### config.mk
export PLATFORM = sky130hd
export DESIGN_NAME = flit_mux2_flat
export DESIGN_NICKNAME = d
export VERILOG_FILES = /design/src/rtl/flit_pkg.sv /design/src/rtl/flit_mux2_if.sv /design/src/rtl/flit_act_cnt.sv /design/src/rtl/flit_mux2.sv /design/src/flat_wrapper.sv
export SDC_FILE = /design/constraint.sdc
export NUM_CORES = 1
export LEC_CHECK = 0
export ABC_AREA = 1
export BUFFER_PORTS_ARGS = -buffer_cell sky130_fd_sc_hd__buf_4
export CAP_MARGIN = 10
export CORE_MARGIN = 5
export CORE_UTILIZATION = 41
export DETAILED_ROUTE_END_ITERATION = 12
export PLACE_DENSITY_LB_ADDON = 0.1
export SETUP_SLACK_MARGIN = 0.1
export SLEW_MARGIN = 20
export SYNTH_ARGS = -nofsm -noshare
export SYNTH_HDL_FRONTEND = slang
export SYNTH_SLANG_ARGS = --single-unit
### constraint.sdc
create_clock -name clk -period 0.8 [get_ports clk]
set_input_delay 0.12 -clock clk [delete_from_list [all_inputs] [get_ports clk]]
set_output_delay 0.12 -clock clk [all_outputs]
set_load 0.005 [all_outputs]
### src/rtl/flit_pkg.sv
// Shared flit definitions: type codes, default widths, type field position and select decode.
package flit_pkg;

  localparam int DATAW    = 66;
  localparam int VCHW     = 2;
  localparam int PORTW    = 5;
  localparam int CNTW     = 32;
  localparam int TYPE_MSB = DATAW - 1;
  localparam int TYPE_LSB = DATAW - 2;

  typedef enum logic [1:0] {
    NONE = 2'b00,
    HEAD = 2'b01,
    DATA = 2'b10,
    TAIL = 2'b11
  } flit_type_e;

  typedef enum logic [1:0] {
    SRC_NONE = 2'b00,
    SRC_P0   = 2'b01,
    SRC_P1   = 2'b10
  } src_e;

  // Both-bits-set is treated as no selection, same as all-zero.
  function automatic src_e decode_sel(input logic [1:0] s);
    case (s)
      2'b01:   return SRC_P0;
      2'b10:   return SRC_P1;
      default: return SRC_NONE;
    endcase
  endfunction

endpackage

### src/rtl/flit_mux2_if.sv
// Two input router ports, one-hot select and the registered output port of flit_mux2.
interface flit_mux2_if #(
  parameter int DATAW = flit_pkg::DATAW,
  parameter int VCHW  = flit_pkg::VCHW,
  parameter int PORTW = flit_pkg::PORTW
);
  logic [DATAW-1:0] idata_0;
  logic             ivalid_0;
  logic [VCHW-1:0]  ivch_0;
  logic [DATAW-1:0] idata_1;
  logic             ivalid_1;
  logic [VCHW-1:0]  ivch_1;
  logic [PORTW-1:0] sel;
  logic [DATAW-1:0] odata;
  logic             ovalid;
  logic [VCHW-1:0]  ovch;

  modport slave (
    input  idata_0, ivalid_0, ivch_0,
    input  idata_1, ivalid_1, ivch_1,
    input  sel,
    output odata, ovalid, ovch
  );

  modport master (
    output idata_0, ivalid_0, ivch_0,
    output idata_1, ivalid_1, ivch_1,
    output sel,
    input  odata, ovalid, ovch
  );
endinterface

### src/rtl/flit_act_cnt.sv
// Output activity counters: saturating odata bit-toggle count and valid-flit count.
module flit_act_cnt #(
  parameter int DATAW = flit_pkg::DATAW,
  parameter int CNTW  = flit_pkg::CNTW
) (
  input  logic             clk,
  input  logic             rst_,
  input  logic             act_clr,
  input  logic             load,
  input  logic             flit_load,
  input  logic [DATAW-1:0] data_next,
  input  logic [DATAW-1:0] data_cur,
  output logic [CNTW-1:0]  act_toggles,
  output logic [CNTW-1:0]  act_flits
);
  localparam int PCW = $clog2(DATAW + 1);

  logic [DATAW-1:0] diff;
  logic [PCW-1:0]   pop;
  logic [CNTW:0]    tog_sum;
  logic [CNTW-1:0]  tog_reg, tog_next;
  logic [CNTW-1:0]  flit_reg, flit_next;

  genvar gi;
  generate
    for (gi = 0; gi < DATAW; gi++) begin : g_diff
      assign diff[gi] = data_next[gi] ^ data_cur[gi];
    end
  endgenerate

  always_comb begin
    pop = '0;
    for (int i = 0; i < DATAW; i++) begin
      pop = pop + PCW'(diff[i]);
    end
  end

  // Extra carry bit detects overflow so the count pins at all-ones.
  always_comb begin
    tog_sum   = {1'b0, tog_reg} + (CNTW+1)'(pop);
    tog_next  = tog_reg;
    flit_next = flit_reg;
    if (act_clr) begin
      tog_next  = '0;
      flit_next = '0;
    end else begin
      if (load) begin
        tog_next = tog_sum[CNTW] ? {CNTW{1'b1}} : tog_sum[CNTW-1:0];
      end
      if (flit_load && !(&flit_reg)) begin
        flit_next = flit_reg + 1'b1;
      end
    end
  end

  always_ff @(posedge clk or negedge rst_) begin
    if (!rst_) begin
      tog_reg  <= '0;
      flit_reg <= '0;
    end else begin
      tog_reg  <= tog_next;
      flit_reg <= flit_next;
    end
  end

  assign act_toggles = tog_reg;
  assign act_flits   = flit_reg;
endmodule

### src/rtl/flit_mux2.sv
// Two-input flit mux with registered output; one cycle latency, no backpressure.
// Define ACT_CNT_EN to add the act_clr/act_toggles/act_flits activity counters.
module flit_mux2 #(
  parameter int DATAW = flit_pkg::DATAW,
  parameter int VCHW  = flit_pkg::VCHW,
  parameter int PORTW = flit_pkg::PORTW,
  parameter int CNTW  = flit_pkg::CNTW
) (
  input  logic            clk,
  input  logic            rst_,
  flit_mux2_if.slave      bus
`ifdef ACT_CNT_EN
  ,
  input  logic            act_clr,
  output logic [CNTW-1:0] act_toggles,
  output logic [CNTW-1:0] act_flits
`endif
);
  flit_pkg::src_e   src;
  logic [DATAW-1:0] odata_reg, data_next;
  logic [VCHW-1:0]  ovch_reg, vch_next;
  logic             ovalid_reg, valid_next;
  logic             unused_sel;

  assign unused_sel = ^bus.sel[PORTW-1:2];

  // Data and VC follow the selected port even when its valid is low.
  always_comb begin
    src        = flit_pkg::decode_sel(bus.sel[1:0]);
    data_next  = odata_reg;
    vch_next   = ovch_reg;
    valid_next = 1'b0;
    case (src)
      flit_pkg::SRC_P0: begin
        data_next  = bus.idata_0;
        vch_next   = bus.ivch_0;
        valid_next = bus.ivalid_0;
      end
      flit_pkg::SRC_P1: begin
        data_next  = bus.idata_1;
        vch_next   = bus.ivch_1;
        valid_next = bus.ivalid_1;
      end
      default: ;
    endcase
  end

  always_ff @(posedge clk or negedge rst_) begin
    if (!rst_) begin
      odata_reg  <= '0;
      ovch_reg   <= '0;
      ovalid_reg <= 1'b0;
    end else begin
      odata_reg  <= data_next;
      ovch_reg   <= vch_next;
      ovalid_reg <= valid_next;
    end
  end

  assign bus.odata  = odata_reg;
  assign bus.ovch   = ovch_reg;
  assign bus.ovalid = ovalid_reg;

`ifdef ACT_CNT_EN
  logic load;
  assign load = (src != flit_pkg::SRC_NONE);

  flit_act_cnt #(
    .DATAW (DATAW),
    .CNTW  (CNTW)
  ) u_act_cnt (
    .clk         (clk),
    .rst_        (rst_),
    .act_clr     (act_clr),
    .load        (load),
    .flit_load   (valid_next),
    .data_next   (data_next),
    .data_cur    (odata_reg),
    .act_toggles (act_toggles),
    .act_flits   (act_flits)
  );
`endif
endmodule

### src/flat_wrapper.sv
// flat-port wrapper written by rule: the top's interface ports become plain ports
module flit_mux2_flat 
#(
  parameter int DATAW = flit_pkg::DATAW,
  parameter int VCHW  = flit_pkg::VCHW,
  parameter int PORTW = flit_pkg::PORTW,
  parameter int CNTW  = flit_pkg::CNTW
)
  (clk, rst_, bus_idata_0, bus_ivalid_0, bus_ivch_0, bus_idata_1, bus_ivalid_1, bus_ivch_1, bus_sel, bus_odata, bus_ovalid, bus_ovch);
  flit_mux2_if #(.DATAW(DATAW), .VCHW(VCHW), .PORTW(PORTW)) bus_i ();
  input  logic clk;
  input  logic rst_;
  input wire logic [$bits(bus_i.idata_0)-1:0] bus_idata_0;
  input wire logic [$bits(bus_i.ivalid_0)-1:0] bus_ivalid_0;
  input wire logic [$bits(bus_i.ivch_0)-1:0] bus_ivch_0;
  input wire logic [$bits(bus_i.idata_1)-1:0] bus_idata_1;
  input wire logic [$bits(bus_i.ivalid_1)-1:0] bus_ivalid_1;
  input wire logic [$bits(bus_i.ivch_1)-1:0] bus_ivch_1;
  input wire logic [$bits(bus_i.sel)-1:0] bus_sel;
  output wire logic [$bits(bus_i.odata)-1:0] bus_odata;
  output wire logic [$bits(bus_i.ovalid)-1:0] bus_ovalid;
  output wire logic [$bits(bus_i.ovch)-1:0] bus_ovch;
  assign bus_i.idata_0 = bus_idata_0;
  assign bus_i.ivalid_0 = bus_ivalid_0;
  assign bus_i.ivch_0 = bus_ivch_0;
  assign bus_i.idata_1 = bus_idata_1;
  assign bus_i.ivalid_1 = bus_ivalid_1;
  assign bus_i.ivch_1 = bus_ivch_1;
  assign bus_i.sel = bus_sel;
  assign bus_odata = bus_i.odata;
  assign bus_ovalid = bus_i.ovalid;
  assign bus_ovch = bus_i.ovch;
  flit_mux2 #(.DATAW(DATAW), .VCHW(VCHW), .PORTW(PORTW), .CNTW(CNTW)) u_core (.clk(clk), .rst_(rst_), .bus(bus_i));
endmodule
==> impl_metrics.toml <==
[outcome]
outcome = "finished, violations left"
violations = "setup timing"

[routing]
drt_first_iter_violations = 438
drt-total-wl_mm = 22.66
wl_per_cell_um = 22.93
route.detailed.drc = 0
ant_nets = 0
vias = 5419
drt-pass1-iter-count = 5
viasPerCell = 5.485

[power]
netSwitchingFraction_pct = 32.00
power_frac_seq_pct = 30.4
p_comb_share_pct = 40.8
switchingPower_w = 0.004840
pwr_density_cell_mw_per_mm2 = 1779
ir_drop_v = 0.001273
p_leak_nw = 4.888
power.internal_w = 0.01029
clkPwrFrac_pct = 28.8

[setup_path]
setup.worst_path.start = "u_core.bus.odata[45]"
cp_slowest_cell = "dfrtp_1"
critPathBufInv = 1
ff2ff_path_depth = 3
end_kind = "primary output"
cp-endpoint = "bus_odata[45]"
critical_path.top_delay_family = "flip-flops"
worst-endpoint-arrival_ns = 0.92
slowest_delay_ns = 0.43
cp_max_fo = 2
timing.rr.end = "u_core.bus.odata[12]"
r2r_slack_ns = -0.04
crit_type = "flip-flop to primary output"
worst_setup_path_start_kind = "flip-flop"
cp.required_ns = 0.68
crit_chain = "buf_6"
cp_num_cells = 1
r2r_start = "u_core.bus.odata[12]"

[finish]
largest_reg_flops = 66
drive_gt1_share_pct = 59.75
regArea_mm2 = 0.001727
fin_cells = 988
fin_area_mm2 = 0.008501
syn2layout_area_growth_pct = 121.5
nNetsFinal = 1019
nFillCells = 315
antenna_cells = 0
multi_input_area_mm2 = 0.002437

[global_route]
grt.total_usage_pct = 31.19
grt_max_degree = 35
grt_pass1_vias = 5340
grt_pass1_wl_mm = 27.43
overflow = 0
antenna_found_initial = 0

[logic_synthesis]
synth_seq_cells = 69
netlist_instances = 584
yosysWarnings = 0
ys_top_cells_by_count = "nand2_1, inv_1, dfrtp_1"
ys_types = 11
async_flop_share_pct = 100.0
synthFlopType = "dfrtp_1"
syn_area_per_cell_um2 = 6.571
netlist_area_mm2 = 0.003837
ys_top_cells_by_area = "dfrtp_1, nand2_1, inv_1"
synth-edff-count = 0
synth.most_common_cell = "nand2_1"
synth_nets = 731
netlist.area_leader.share_pct = 45.00
synth_top_cell_by_area = "dfrtp_1"
ys_seq_area_share_pct = 45.00

[clock_network]
numCtsBuffers = 9
cts_tree = "built"
numClockSinks = 69
h-tree-depth = 3
clockRootBuffer = "clkbuf_8"
clock_path_buffers = 2
clk_pin_slew_ns = 0.09
clk_latency_ns = 0.35

[placed_design]
hpwlAfterDp_mm = 8.564
place_congestion = 0.8291
numPortBuffers = 210
placed_area_mm2 = 0.005657
dp_cells = 884

[die]
start_util_pct = 41.73
die_x_um = 106.7
io_pins = 214
num_rows = 35
coreArea_mm2 = 0.009196
die_area_mm2 = 0.01139
die_y_um = 106.7

[sta]
slew_viol_final = 0
finalHoldViolCount = 0
max_freq_ghz = 0.9600
max_slew_margin_pct = 86.81
fin_skew_ns = 0
setup_viol = 132
fin_ws_ns = -0.2416
rsz0062_at_grt = "yes"
fin_crit_sh_pct = 130.2
period_needed_ns = 1.042
tightest_slew_ns = 0.1978

[worst_hold_path]
holdPathStages = 3
hold_class = "primary input to flip-flop"

[flow_run]
drv_cap = 0
==> cell type report <==
| cell class | instances | area share [%] |
|---|---|---|
| sequential | 69 | 20.31 |
| multi-input combinational | 345 | 28.67 |
| clock inverter | 6 | 1.855 |
| tap | 111 | 1.634 |
| inverter | 140 | 6.565 |
| timing repair inverter | 1 | 0.2355 |
| clock buffer | 10 | 1.619 |
| timing repair buffer | 306 | 39.11 |
==> layer usage <==
metal	GRT usage, %	vias to the layer above	share of wire [%]
li1	-	2256	-
met1	33.83	2566	34
met2	56.21	433	49
met3	6.623	164	9.3
met4	17.35	0	8.0
met5	0	-	0
==> repair_timing <==
item	4_1_cts	5_1_grt
endpoints found under the hold margin	69	0
setup buffers	34	33
pin swaps	52	81
gates resized for setup	219	162
endpoints found under the setup margin	137	154
hold buffers	1	0
cloned	27	4
==> placed cells by master, fill, tap and decap left out <==
| master | instances |
|---|---|
| bufinv_16 | 5 |
| dfrtp_1 | 69 |
| clkbuf_16 | 4 |
| dlygate4sd3_1 | 1 |
| nand2_1 | 139 |
| inv_12 | 1 |
| nand3_4 | 3 |
| nand3_2 | 60 |
| clkbuf_8 | 10 |
| clkinv_8 | 1 |
| inv_16 | 1 |
| ha_4 | 1 |
| inv_1 | 137 |
| a21oi_1 | 1 |
| nand2_2 | 65 |
| buf_12 | 15 |
| buf_8 | 4 |
| inv_8 | 1 |
| nand3_1 | 5 |
| buf_4 | 181 |
| buf_6 | 79 |
| nand2_4 | 70 |
| clkinvlp_4 | 1 |
| ha_1 | 1 |
| buf_16 | 22 |
==> kinds of logic after synthesis <==
| family | synth area share [%] |
|---|---|
| flops | 45.00 |
| fa+ha+maj | 0.6520 |
| buf+inv | 18.55 |
| compound gates | 0.1303 |
| simple gates | 35.67 |
==> power by group through the flow <==
stage / registers [W] / logic [W] / clock network, W
detailed placement: 0.00445 / 0.00315 / 0
floorplan: 0.00447 / 0.00123 / 0
global placement: 0.00445 / 0.00308 / 0
global route: 0.00464 / 0.00644 / 0.00447
finish: 0.00459 / 0.00617 / 0.00436
CTS: 0.00454 / 0.00498 / 0.00422
==> through the flow <==
stage                     util, %  hold WS, ns  total power (W)  TNS (ns)  setup WS, ns
after floorplan                 -      -0.1756         0.005702    -10.10       -0.1947
after global placement      61.51    -0.004806         0.007533    -18.69       -0.2882
after detailed placement    61.51    -0.007490         0.007600    -20.75       -0.3284
after CTS                   84.19      0.01959          0.01374    -13.93       -0.2064
after global routing        92.44      0.06854          0.01555    -18.82       -0.2561
final                       92.44      0.07098          0.01513    -17.19       -0.2416
==> worst min path at each step <==
stage                            start                   end  slack [ns]
final                     bus_ivalid_1     u_core.bus.ovalid        0.07
after global routing      bus_ivalid_1     u_core.bus.ovalid        0.07
after CTS                 bus_ivalid_1     u_core.bus.ovalid        0.02
after detailed placement          rst_  u_core.bus.odata[54]      -0.007
after global placement            rst_  u_core.bus.odata[54]      -0.005
after floorplan                   rst_   u_core.bus.odata[0]       -0.18
(Power assumes the default switching activity.)
